==> config.mk <==
export PLATFORM = sky130hd
export DESIGN_NAME = unidade_es_flat
export DESIGN_NICKNAME = d
export VERILOG_FILES = /design/src/rtl/unidade_es_if.sv /design/src/rtl/unidade_es.sv /design/src/flat_wrapper.sv
export SDC_FILE = /design/constraint.sdc
export NUM_CORES = 1
export LEC_CHECK = 0
export ABC_AREA = 1
export CORE_AREA = 2 2 102 104
export CTS_CLUSTER_DIAMETER = 100
export DETAILED_ROUTE_END_ITERATION = 10
export DIE_AREA = 0 0 104 106
export GPL_TIMING_DRIVEN = 0
export PLACE_DENSITY = 0.81
export SYNTH_ARGS = -nofsm -noshare
export SYNTH_HDL_FRONTEND = slang
export SYNTH_SLANG_ARGS = --single-unit
export TNS_END_PERCENT = 100
==> constraint.sdc <==
create_clock -name clock -period 2.35 [get_ports clock]
set_input_delay 0.47 -clock clock [delete_from_list [all_inputs] [get_ports clock]]
set_output_delay 0.47 -clock clock [all_outputs]
set_load 0.03 [all_outputs]
==> src/rtl/unidade_es_if.sv <==
// Bus between the control unit/datapath and the IN/OUT responder.
// The control side is the master; unidade_es is the slave.
interface unidade_es_if #(
    parameter int LARGURA_CHAVES = 16
);
    logic [4:0]                opcode;
    logic                      escreverOut;
    logic [31:0]               dadoSaida;
    logic [LARGURA_CHAVES-1:0] chaves;
    logic                      confirma;
    logic                      pausa;
    logic [31:0]               dadoEntrada;
    logic [31:0]               displaySaida;
    logic [7:0]                contadorSaidas;

    modport master (
        output opcode, escreverOut, dadoSaida, chaves, confirma,
        input  pausa, dadoEntrada, displaySaida, contadorSaidas
    );

    modport slave (
        input  opcode, escreverOut, dadoSaida, chaves, confirma,
        output pausa, dadoEntrada, displaySaida, contadorSaidas
    );
endinterface

==> src/rtl/unidade_es.sv <==
// IN/OUT responder: stalls the core on IN until a debounced press/release of
// the confirm button, latches switches on the press; OUT latches a display word.
module unidade_es #(
    parameter int DEBOUNCE_CYCLES = 50000,
    parameter int LARGURA_CHAVES  = 16
) (
    input  logic        clock,
    input  logic        reset,
    unidade_es_if.slave bus
);
    localparam int         CW    = $clog2(DEBOUNCE_CYCLES + 1);
    localparam logic [4:0] OP_IN = 5'b00010;

    typedef enum logic [1:0] {
        OCIOSO,
        ESPERA_PRESSIONA,
        ESPERA_SOLTA,
        ENTREGA
    } estado_t;

    estado_t       estado;
    logic [1:0]    sincr;
    logic          botao;
    logic [CW-1:0] contador;
    logic          amostra;
    logic          aceita;
    logic          subida;
    logic          descida;
    logic [31:0]   dadoEntradaReg;
    logic [31:0]   displayReg;
    logic [7:0]    contadorReg;
    logic          pausaInt;

    // Edges are decoded on the cycle the debouncer commits, so the FSM reacts
    // on the same clock edge that botao changes.
    assign amostra = sincr[1];
    assign aceita  = (amostra != botao) && (contador == CW'(DEBOUNCE_CYCLES - 1));
    assign subida  = aceita && amostra;
    assign descida = aceita && !amostra;

    always_ff @(posedge clock or posedge reset) begin
        if (reset) begin
            sincr    <= '0;
            botao    <= 1'b0;
            contador <= '0;
        end else begin
            sincr <= {sincr[0], bus.confirma};
            if (amostra == botao) begin
                contador <= '0;
            end else if (aceita) begin
                botao    <= amostra;
                contador <= '0;
            end else begin
                contador <= contador + CW'(1);
            end
        end
    end

    always_ff @(posedge clock or posedge reset) begin
        if (reset) begin
            estado         <= OCIOSO;
            dadoEntradaReg <= '0;
        end else begin
            case (estado)
                OCIOSO: begin
                    if (bus.opcode == OP_IN) estado <= ESPERA_PRESSIONA;
                end
                ESPERA_PRESSIONA: begin
                    if (subida) begin
                        dadoEntradaReg <= 32'(bus.chaves);
                        estado         <= ESPERA_SOLTA;
                    end
                end
                ESPERA_SOLTA: begin
                    if (descida) estado <= ENTREGA;
                end
                default: estado <= OCIOSO;
            endcase
        end
    end

    // Stall is combinational so the IN cycle itself already holds the PC.
    assign pausaInt = ((estado == OCIOSO) && (bus.opcode == OP_IN)) ||
                      (estado == ESPERA_PRESSIONA) || (estado == ESPERA_SOLTA);

    always_ff @(posedge clock or posedge reset) begin
        if (reset) begin
            displayReg  <= '0;
            contadorReg <= '0;
        end else if (bus.escreverOut && !pausaInt) begin
            displayReg  <= bus.dadoSaida;
            contadorReg <= contadorReg + 8'd1;
        end
    end

    assign bus.pausa          = pausaInt;
    assign bus.dadoEntrada    = dadoEntradaReg;
    assign bus.displaySaida   = displayReg;
    assign bus.contadorSaidas = contadorReg;
endmodule
==> src/flat_wrapper.sv <==
// flat-port wrapper written by rule: the top's interface ports become plain ports
module unidade_es_flat 
#(
    parameter int DEBOUNCE_CYCLES = 50000,
    parameter int LARGURA_CHAVES  = 16
)
  (clock, reset, bus_opcode, bus_escreverOut, bus_dadoSaida, bus_chaves, bus_confirma, bus_pausa, bus_dadoEntrada, bus_displaySaida, bus_contadorSaidas);
  unidade_es_if #(.LARGURA_CHAVES(LARGURA_CHAVES)) bus_i ();
  input  logic clock;
  input  logic reset;
  input wire logic [$bits(bus_i.opcode)-1:0] bus_opcode;
  input wire logic [$bits(bus_i.escreverOut)-1:0] bus_escreverOut;
  input wire logic [$bits(bus_i.dadoSaida)-1:0] bus_dadoSaida;
  input wire logic [$bits(bus_i.chaves)-1:0] bus_chaves;
  input wire logic [$bits(bus_i.confirma)-1:0] bus_confirma;
  output wire logic [$bits(bus_i.pausa)-1:0] bus_pausa;
  output wire logic [$bits(bus_i.dadoEntrada)-1:0] bus_dadoEntrada;
  output wire logic [$bits(bus_i.displaySaida)-1:0] bus_displaySaida;
  output wire logic [$bits(bus_i.contadorSaidas)-1:0] bus_contadorSaidas;
  assign bus_i.opcode = bus_opcode;
  assign bus_i.escreverOut = bus_escreverOut;
  assign bus_i.dadoSaida = bus_dadoSaida;
  assign bus_i.chaves = bus_chaves;
  assign bus_i.confirma = bus_confirma;
  assign bus_pausa = bus_i.pausa;
  assign bus_dadoEntrada = bus_i.dadoEntrada;
  assign bus_displaySaida = bus_i.displaySaida;
  assign bus_contadorSaidas = bus_i.contadorSaidas;
  unidade_es #(.DEBOUNCE_CYCLES(DEBOUNCE_CYCLES), .LARGURA_CHAVES(LARGURA_CHAVES)) u_core (.clock(clock), .reset(reset), .bus(bus_i));
endmodule
# Word-level counts from Yosys, hierarchy flattened
# Cells that the tools add are included.
# classes
mux	6
n_reduce_logical	13
bitwise_logic	1
n_addsub	2
eq_ne	9
# ops
operator	count
$mux W16	2
$add A16 B1 Y16 const B	1
$eq A16 B16 Y1 const B	1
$add A8 B1 Y8 const B	1
$mux W2	3
$ne A2 B1 Y1 const B	3
$pmux W2 S3	1
$eq A5 B2 Y1 const B	1
$logic_and A1 B1 Y1	5
$reduce_and A2 Y1	2
$reduce_and A3 Y1	1
$eq A2 B1 Y1 const B	1
$eq A2 B2 Y1 const B	1
$logic_not A1 Y1	2
$logic_not A2 Y1	1
$logic_or A1 B1 Y1	2
$eq A1 B1 Y1	1
$ne A1 B1 Y1	1
$not A1 Y1	1
# totals
register_bits	77
elab_cells	38

# Depth between registers and ports, before layout
# Gate-level depths: netlist of run 1.
# logic_depth
word_depth	6
ltp_mapped	10
depth_no_buf	10

# Least setup slack after synthesis of run 1
# OpenSTA, ideal clock, no wires.
# synth_timing
kind	reg2reg
start	register u_core.estado[1]
end	register u_core.displayReg[0], in the netlist u_core.bus.displaySaida[0]
period_less_slack_ns	1.604
setup_slack_ns	0.746
arrival_time_ns	1.538
path_stages_with_launch	10
path_buffers	2
setup_time_ns	0.066
path_cell_list	dfrtp_1 > inv_1 > ha_1 > nor2_1 > nand3_2 > inv_1 > buf_2 > buf_2 > nand2_1 > nand2_1
# synth_via
elab_chain_cells	6
elab_cells_between_ends	8
classes_between	eq/ne (2); reduce/logical (6)
# synth_lines
item	line	source
from (decl)	unidade_es.sv:21	estado_t estado;
from (signal assigned)	unidade_es.sv:61	estado <= OCIOSO;
from (signal assigned)	unidade_es.sv:66	if (bus.opcode == OP_IN) estado <= ESPERA_PRESSIONA;
from (signal assigned)	unidade_es.sv:71	estado <= ESPERA_SOLTA;
$logic_not A2 Y1	unidade_es.sv:83	assign pausaInt = ((estado == OCIOSO) && (bus.opcode == OP_IN)) ||
$logic_and A1 B1 Y1	unidade_es.sv:83	
$logic_or A1 B1 Y1	unidade_es.sv:83	
$logic_or A1 B1 Y1 *	unidade_es.sv:84	(estado == ESPERA_PRESSIONA) || (estado == ESPERA_SOLTA);
$logic_not A1 Y1 *	unidade_es.sv:90	end else if (bus.escreverOut && !pausaInt) begin
$logic_and A1 B1 Y1 *	unidade_es.sv:90	
to (signal assigned)	unidade_es.sv:91	displayReg <= bus.dadoSaida;
to (decl)	unidade_es.sv:30	logic [31:0] displayReg;
# Every way passes the cells marked *; elsewhere a longest branch is shown, timed or not.
# A chain may end at the register's enable or synchronous reset.

# Worst setup path in the final report of run 1
# layout_timing
start	input port bus_opcode[3]
end	output port bus_pausa
# layout_via
elab_chain_cells	4
# layout_lines
item	line	source
from (decl)	flat_wrapper.sv:11	input wire logic [$bits(bus_i.opcode)-1:0] bus_opcode;
$eq A5 B2 Y1	unidade_es.sv:83	
$logic_and A1 B1 Y1	unidade_es.sv:83	
$logic_or A1 B1 Y1	unidade_es.sv:83	
$logic_or A1 B1 Y1	unidade_es.sv:84	
to (decl)	flat_wrapper.sv:16	output wire logic [$bits(bus_i.pausa)-1:0] bus_pausa;
# No other way between the ends.

==> results of run 1 <==
## power by group through the flow
stage	combinational [uW]	clock, uW	sequential, uW
floorplan	779	0	2580
global placement	2410	0	1930
detailed placement	2480	0	1940
CTS	2470	924	1930
global route	2650	983	1980
finish	2440	888	1930
## cell families after synthesis
group,share of synthesized area
adders and majority gates,0.02103
xor gates and xnor gates,0.02664
AOI/OAI and AO/OA,0.05924
DFF,0.5398
buffers and inverters,0.1101
other,0.001051
and+or+nand+nor,0.2422
## Yosys cell counts
| library cell | number |
|---|---|
| nand2_1 | 160 |
| a21oi_1 | 6 |
| buf_6 | 3 |
| nand3_4 | 1 |
| and3b_2 | 1 |
| xor2_1 | 7 |
| nand3_2 | 1 |
| xnor2_2 | 1 |
| o21a_1 | 1 |
| inv_1 | 54 |
| buf_2 | 2 |
| nand4_1 | 8 |
| a31oi_1 | 1 |
| o21ai_2 | 16 |
| dfrtp_1 | 77 |
| buf_4 | 17 |
| o21bai_1 | 1 |
| nand3_1 | 10 |
| clkbuf_1 | 5 |
| nor3b_1 | 1 |
| nor2_1 | 22 |
| ha_1 | 6 |
| nor4_1 | 1 |
| xnor2_1 | 2 |
| o21ai_0 | 4 |
| nor3_1 | 6 |
| conb_1 | 1 |
## sequential cells by signal, indices dropped and copies added (netlist names)
signal,cells
u_core.bus.dadoEntrada,16
u_core.bus.contadorSaidas,8
u_core.botao,1
u_core.bus.displaySaida,32
u_core.estado,2
u_core.contador,16
u_core.sincr,2
## cells in the final DEF, fill, tap and decap left out, types with 10 or more instances in the layout
cell,synthesis,layout
clkbuf_8,0,10
clkdlybuf4s50_1,0,112
conb_1,1,16
inv_1,54,53
nand3_1,10,10
nor2_1,22,22
o21ai_2,16,16
buf_4,17,17
dfrtp_1,77,77
nand2_1,160,160
## routing by layer
layer / track usage / vias up / wire [um]
met5: 0 / - / 0
met4: 0.06467 / 0 / 131
met3: 0.05150 / 12 / 625
met2: 0.2641 / 85 / 3980
met1: 0.1839 / 1385 / 3384
li1: - / 1514 / -
## area by class of cell
class,count,area share
buffer,27,0.03710
clock buffer,10,0.02685
clock inverter,6,0.007567
inverter,54,0.04027
multi-input combinational,272,0.2548
sequential,77,0.3759
tap,136,0.03319
timing repair buffer,114,0.2243
## repair_timing
action	in CTS	in global routing
resized for setup	1	0
setup endpoints to repair	1	0
hold buffers	0	0
## worst max-delay path, delay by kind of cell
| kind | cells | cell delay (ps) |
|---|---|---|
| and+or+nand+nor | 3 | 470 |
| buffers and inverters | 2 | 790 |
## path summary, 6_finish.rpt
| path | from | to | cells past startpoint |
|---|---|---|---|
| setup / recovery | bus_opcode[3] | bus_pausa | 5 |
| hold / removal | u_core.sincr[0] | u_core.sincr[1] | 0 |
| setup reg to reg | u_core.estado[1] | u_core.bus.displaySaida[6] | 9 |
| hold reg to reg | u_core.sincr[0] | u_core.sincr[1] | 0 |
| max in group asynchronous | reset | u_core.bus.dadoEntrada[15] | 3 |
| min in group asynchronous | reset | u_core.contador[8] | 2 |
## through the flow
step	TNS [ps]	instances
detailed placement	-144.2	680
global placement	-114.6	679
finish	0	696
CTS	0	696
global route	0	696
floorplan	0	430
==> reports/metrics.cfg, run 1 <==
[run_status]
status = complete, no violations

[clock_network]
clkSinkCount = 77
cts-buffers-inserted = 9
max-clock-path-buffers = 2
worstSkewPairLatency_ps = 340
cts.clk_slew.worst_paths_ps = 80
post_cts_buffers = 0
cts_root_buf = clkbuf_8
h-tree-depth = 3
cts_tree = yes

[worst_setup_path]
worstPathCellList = clkdlybuf4s50_1 > nor3_1 > nand4_1 > nand2_1 > dlygate4sd2_1
end_kind = primary output
cp-start-kind = primary input
crit_type = primary input to primary output
worstPathArrival_ps = 1730
cpMaxStageDelayCell = clkdlybuf4s50_1
r2r_slack_ps = 280
cp_max_fo = 2
critical_path_required_ps = 1880
crit_path_max_incr_delay_ps = 400

[final_layout]
multiInputGateArea_sq_um = 1306
final_util = 0.5126
regArea_sq_um = 1927
finish.instance_area_sq_um = 5126
num-nets-final = 618
fill_cells = 952
n_antenna_cell = 0
final_layout_size_suffix_gt1_frac = 0.1071
area_growth_pct = 43.60

[route]
vias = 2996
wl_um = 8122
via_per_inst = 4.305
drt-initial-drc-count = 172
first_pass_iters = 4
drc = 0
avgRoutedWirePerCell_um = 11.67
ant_nets = 0

[pwr]
finalPower_uw = 5261
swShare = 0.4198
clockPowerShare = 0.169
ir_drop_mv = 0.7962
power_frac_seq = 0.367
p_per_area_nw_per_um2 = 1026
p_int_uw = 3052
leakagePower_uw = 0.002583
comb_power_share = 0.465
switching_power_uw = 2209

[floorplan]
die_w_um = 104
rows = 37
die-area_sq_um = 11020
ioPinCount = 130
die_y_um = 106
core_area_sq_um = 10000
start_util = 0.3570

[grt]
grt_pass1_wl_um = 13920
grt_pass1_vias = 3041
grt_use_total = 0.1564
grt_antenna_before_repair = 0
grt_max_degree = 43
overflow = 0

[synthesis]
avgSynthCellArea_sq_um = 8.602
ys_ff_latch = 77
syn_area_sq_um = 3570
netlist.top_cell.by_area = dfrtp_1
synthTopCellsByArea = dfrtp_1 (54%), nand2_1 (17%), inv_1 (5.7%)
yosysWarnings = 0
yosysSeqAreaShare = 0.5398
syn_inst = 415
synth_top_area_frac = 0.5398
synth.distinct_cells = 27

[timing]
holdWs_ps = 356.8
slew_headroom = 0.4732
setup_viol_count_final = 0
finalHoldViolCount = 0
finalCriticalPeriod_ps = 2202
rsz0062_at_grt = no
final.setup.worst_slack_ps = 147.5
maxSlewViolCount = 0
final.setup_skew_ps = 8.841
fmax_ghz = 0.4540
worst_pin_slew_ps = 788.6
finalCritPeriodShare = 0.9372

[place]
portBuffers = 113
dp_slack_ps = -144.2
gp_congestion = 0.7517
dpl.hpwl_um = 6267
place_area_sq_um = 4951

[worst_hold_path]
hp-class = flip-flop to flip-flop

[job]
maxCapViolCount = 0

(Power assumes the default switching activity.)
==> inputs of run 2 (changes only) <==
--- a/config.mk
+++ b/config.mk
@@ -6,12 +6,12 @@
 export NUM_CORES = 1
 export LEC_CHECK = 0
 export ABC_AREA = 1
-export CORE_AREA = 2 2 102 104
+export CORE_AREA = 2 2 98 100
 export CTS_CLUSTER_DIAMETER = 100
 export DETAILED_ROUTE_END_ITERATION = 10
-export DIE_AREA = 0 0 104 106
+export DIE_AREA = 0 0 100 102
 export GPL_TIMING_DRIVEN = 0
-export PLACE_DENSITY = 0.81
+export PLACE_DENSITY = 0.85
 export SYNTH_ARGS = -nofsm -noshare
 export SYNTH_HDL_FRONTEND = slang
 export SYNTH_SLANG_ARGS = --single-unit
==> reports/metrics.cfg, run 2 (synthesis results as in run 1) <==
[route]
first_pass_iters = 4  ; unchanged
avgRoutedWirePerCell_um = 11.75  ; +0.70%
wl_um = 7885  ; -2.9%
drc = 0  ; unchanged
via_per_inst = 4.545  ; +5.6%
drt-initial-drc-count = 126  ; -27%
vias = 3050  ; +1.8%
ant_nets = 0  ; unchanged

[timing]
finalCritPeriodShare = 0.9374  ; about the same
final.setup_skew_ps = 7.324  ; -1.517 ps
fmax_ghz = 0.4539  ; about the same
worst_pin_slew_ps = 785.4  ; -3.183 ps
final.setup.worst_slack_ps = 147.1  ; -0.4180 ps
slew_headroom = 0.4753  ; +0.002127
finalHoldViolCount = 0  ; unchanged
rsz0062_at_grt = no
tns_ps = 0  ; unchanged
finalCriticalPeriod_ps = 2203  ; +0.4180 ps
setup_viol_count_final = 0  ; unchanged
maxSlewViolCount = 0  ; unchanged

[worst_hold_path]
hp-class = flip-flop to flip-flop
holdCritStartpoint = u_core.sincr[0]
holdPathEnd = u_core.sincr[1]
min_path_cells = 0  ; unchanged

[worst_setup_path]
end_kind = primary output
worstPathArrival_ps = 1730  ; about the same
r2r.worst_path.cells = 9  ; unchanged
r2r_slack_ps = 300  ; +20 ps
critical_path_required_ps = 1880  ; about the same
timing.rr.end = u_core.bus.displaySaida[5]
cp_max_fo = 2  ; unchanged
crit_type = primary input to primary output
reg2reg_from = u_core.estado[0]
cp-start-kind = primary input

[pwr]
switching_power_uw = 2209  ; about the same
clockPowerShare = 0.188  ; +0.019
leakagePower_uw = 0.002591  ; +0.31%
power_frac_seq = 0.359  ; -0.008
p_per_area_nw_per_um2 = 1050  ; +2.3%
finalPower_uw = 5377  ; +2.2%
p_int_uw = 3168  ; +3.8%
ir_drop_mv = 0.6962  ; -13%
swShare = 0.4109  ; -0.008979
comb_power_share = 0.453  ; -0.012

[grt]
grt_antenna_before_repair = 0  ; unchanged
grt_pass1_wl_um = 13480  ; -3.2%
grt_max_degree = 43  ; unchanged
grt_use_total = 0.1635  ; +0.007119
overflow = 0  ; unchanged
grt_pass1_vias = 3081  ; +1.3%

[clock_network]
cts.clk_slew.worst_paths_ps = 80  ; about the same
cts_tree = yes
max-clock-path-buffers = 2  ; unchanged
worstSkewPairLatency_ps = 340  ; about the same
cts_root_buf = clkbuf_8
clkSinkCount = 77  ; unchanged
post_cts_buffers = 0  ; unchanged
h-tree-depth = 3  ; unchanged
postCtsHoldBufs = 0  ; unchanged
cts-buffers-inserted = 9  ; unchanged

[final_layout]
largest_reg_flops = 32  ; unchanged
final_util = 0.5620  ; +0.04931
num-nets-final = 618  ; unchanged
final_layout_size_suffix_gt1_frac = 0.1054  ; -0.001786
fin_cells = 671  ; -3.6%
area_growth_pct = 43.39
fill_cells = 829  ; -13%
n_antenna_cell = 0  ; unchanged
final_common_cell = nand2_1
layout_common_cells = nand2_1 (160), clkdlybuf4s50_1 (112), dfrtp_1 (77)

[run_status]
status = complete, no violations

[place]
gp_congestion = 0.8026  ; +6.8%
dp_slack_ps = -145.2  ; -1.010 ps
place_inst = 655  ; -3.7%
portBuffers = 113  ; unchanged
dpl.hpwl_um = 6033  ; -3.7%

[floorplan]
ioPinCount = 130  ; unchanged
die_y_um = 102  ; -3.8%
start_util = 0.3919  ; +0.03491
die-area_sq_um = 10200  ; -7.5%
die_w_um = 100  ; -3.8%
rows = 35  ; -5.4%
core_area_sq_um = 9109  ; -8.9%

[job]
maxCapViolCount = 0  ; unchanged

==> run 2: cell count changes in the layout (fill, tap and decap cells not counted), sizes merged <==
cell,previous run,this run
clkinv,4,1
bufinv,0,1
clkbuf,15,16
inv,53,54
==> run 2: repair_timing <==
item                                    in CTS  in global routing
endpoints found under the hold margin        0                  0
resized for setup                            1                  0
endpoints found under the setup margin       1                  0
==> run 2: power groups by stage <==
stage | registers, uW | clock network [uW] | logic [uW]
3_3_place_gp | 1930 | 0 | 2390
2_1_floorplan | 2580 | 0 | 779
6_report | 1930 | 1010 | 2440
3_5_place_dp | 1940 | 0 | 2470
4_1_cts | 1930 | 1050 | 2460
5_1_grt | 1970 | 1110 | 2630
==> run 2: stage by stage <==
step	instance area, sq um	hold WS [ps]
finish	5119	345.0
global route	5119	382.0
CTS	5119	344.6
detailed placement	4920	335.5
global placement	4900	341.7
floorplan	3630	331.2
==> run 2: critical path, stage by stage <==
cell	delay, ps
clkdlybuf4s50_1	390
nor3_1	230
nand4_1	160
nand2_1	90
dlygate4sd2_1	390
==> run 2: per-layer routing <==
metal | up-vias | share of wire | GRT usage
li1 | 1517 | - | -
met1 | 1416 | 0.43 | 0.1938
met2 | 109 | 0.49 | 0.2827
met3 | 8 | 0.075 | 0.05062
met4 | 0 | 0.013 | 0.05901
met5 | - | 0 | 0
==> run 2: worst max path at each step <==
| stage | from | end | slack, ps | depth (start not counted) |
|---|---|---|---|---|
| after floorplan | u_core.estado[1] | u_core.bus.displaySaida[0] | 750 | 9 |
| after detailed placement | bus_opcode[3] | bus_pausa | -150 | 5 |
| after CTS | bus_opcode[3] | bus_pausa | 130 | 5 |
| after global placement | bus_opcode[3] | bus_pausa | -120 | 5 |
| after global routing | bus_opcode[3] | bus_pausa | 50 | 5 |
| final | bus_opcode[3] | bus_pausa | 150 | 5 |
==> run 2: area by class of cell <==
type / instances / area [sq um] / share of cell area
Clock inverter: 5 / 58.81 / 0.01149
Timing Repair Buffer: 114 / 1150 / 0.2246
Tap cell: 111 / 138.9 / 0.02713
Sequential cell: 77 / 1927 / 0.3764
Multi-Input combinational cell: 272 / 1306 / 0.2552
Inverter: 54 / 206.4 / 0.04033
Clock buffer: 11 / 141.4 / 0.02762
Buffer: 27 / 190.2 / 0.03715
==> inputs of run 3 (changes only) <==
--- a/config.mk
+++ b/config.mk
@@ -12,6 +12,7 @@
 export DIE_AREA = 0 0 100 102
 export GPL_TIMING_DRIVEN = 0
 export PLACE_DENSITY = 0.85
+export SLEW_MARGIN = 15
 export SYNTH_ARGS = -nofsm -noshare
 export SYNTH_HDL_FRONTEND = slang
 export SYNTH_SLANG_ARGS = --single-unit
==> reports/metrics.cfg, run 3 (synthesis results as in run 1) <==
[worst_setup_path]
cpMaxStageDelayCell = clkdlybuf4s50_1
critical_path_required_ps = 1880  ; about the same
end_kind = primary output
worstPathArrival_ps = 1760  ; +30 ps
crit_path_max_incr_delay_ps = 400  ; about the same
crit_type = primary input to primary output
worstPathCellList = clkdlybuf4s50_1 > nor3_1 > nand4_1 > nand2_1 > dlygate4sd2_1
cp_max_fo = 2  ; unchanged
cp-start-kind = primary input

[floorplan]
ioPinCount = 130  ; unchanged
die-area_sq_um = 10200  ; unchanged
die_y_um = 102  ; unchanged
core_area_sq_um = 9109  ; unchanged
rows = 35  ; unchanged
start_util = 0.3919  ; unchanged
die_w_um = 100  ; unchanged

[timing]
rsz0062_at_grt = no
setup_viol_count_final = 0  ; unchanged
worst_pin_slew_ps = 582.0  ; -203.4 ps
fmax_ghz = 0.4477  ; -1.4%
finalHoldViolCount = 0  ; unchanged
finalCriticalPeriod_ps = 2234  ; +30.60 ps
slew_headroom = 0.6112  ; +0.1359
finalCritPeriodShare = 0.9504  ; +0.01302
final.setup_skew_ps = 10.41  ; +3.088 ps
maxSlewViolCount = 0  ; unchanged

[route]
drc = 0  ; unchanged
ant_nets = 0  ; unchanged
avgRoutedWirePerCell_um = 11.58  ; -1.5%
first_pass_iters = 4  ; unchanged
wl_um = 7780  ; -1.3%
vias = 3013  ; -1.2%
via_per_inst = 4.484  ; -1.4%
drt-initial-drc-count = 122  ; -3.2%

[worst_hold_path]
hp-class = flip-flop to flip-flop

[grt]
grt_use_total = 0.1589  ; -0.004623
overflow = 0  ; unchanged
grt_pass1_vias = 3005  ; -2.5%
grt_max_degree = 36  ; -16%
grt_pass1_wl_um = 13110  ; -2.7%
grt_antenna_before_repair = 0  ; unchanged

[place]
place_area_sq_um = 4947  ; +0.56%
place_inst = 656  ; +0.15%
gp_congestion = 0.8026  ; unchanged
dpl.hpwl_um = 6074  ; +0.69%
portBuffers = 113  ; unchanged

[final_layout]
fin_cells = 672  ; +0.15%
n_antenna_cell = 0  ; unchanged
num-nets-final = 619  ; +0.16%
final_common_cell = nand2_1
area_growth_pct = 44.16
final_layout_size_suffix_gt1_frac = 0.1070  ; +0.001595
layout_common_cells = nand2_1 (160), clkdlybuf4s50_1 (112), dfrtp_1 (77)
finish.instance_area_sq_um = 5146  ; +0.54%
largest_reg_flops = 32  ; unchanged

[clock_network]
h-tree-depth = 3  ; unchanged
max-clock-path-buffers = 2  ; unchanged
cts_root_buf = clkbuf_8
worstSkewPairLatency_ps = 340  ; about the same
cts-buffers-inserted = 9  ; unchanged
post_cts_buffers = 0  ; unchanged
clkSinkCount = 77  ; unchanged
cts_tree = yes
cts.clk_slew.worst_paths_ps = 70  ; about the same

[pwr]
leakagePower_uw = 0.002604  ; +0.49%
p_per_area_nw_per_um2 = 1043  ; -0.75%
ir_drop_mv = 0.7569  ; +8.7%

[job]
maxCapViolCount = 0  ; unchanged

[run_status]
status = complete, no violations

run 3: where the power goes:
part | switching, uW | leakage, uW | internal (uW)
Sequential | 243 | 0.000916 | 1690
Combinational | 1460 | 0.00159 | 964
Clock | 486 | 0.0000959 | 522
run 3: metrics by stage:
stage                       util  total power, uW  hold WS (ps)  setup slack (ps)  TNS [ps]
after floorplan                -             3362         331.2             746.3         0
after global placement    0.5379             4321         341.7            -117.9    -117.9
after detailed placement  0.5431             4407         335.5            -166.6    -166.6
after CTS                 0.5650             5441         360.5             103.8         0
after global routing      0.5650             5706         377.0             22.55         0
final                     0.5650             5365         357.6             116.5         0
run 3: layout make-up:
class | count | area (sq um)
fill | 803 | 3963
sequential | 77 | 1927
multi-input combinational | 272 | 1306
timing repair buffer | 115 | 1177
inverter | 54 | 206.4
buffer | 27 | 190.2
clock buffer | 11 | 141.4
tap | 111 | 138.9
clock inverter | 5 | 58.81
run 3: path summary, 6_finish.rpt:
kind,from,end,slack (ps),cells after the start
worst max register to register,u_core.estado[0],u_core.bus.displaySaida[5],340,9
min in group asynchronous,reset,u_core.contador[8],560,2
worst min register to register,u_core.sincr[0],u_core.sincr[1],360,0
worst max-delay path,bus_opcode[3],bus_pausa,120,5
max in group asynchronous,reset,u_core.bus.displaySaida[5],1240,3
worst min-delay path,u_core.sincr[0],u_core.sincr[1],360,0
run 3: per-layer routing:
metal | global-route usage | wire [um]
met5 | 0 | 0
met4 | 0.04110 | 92
met3 | 0.05814 | 613
met2 | 0.2760 | 3758
met1 | 0.1883 | 3315
run 3: worst max-delay path, delay by kind of cell:
kind / cells / cell delay (ps)
buffers and inverters: 2 / 790
AND/OR/NAND/NOR: 3 / 500
run 3: repair_timing:
action	4_1_cts	5_1_grt
gates resized for setup	1	0
hold buffers	0	0
setup endpoints to repair	1	0
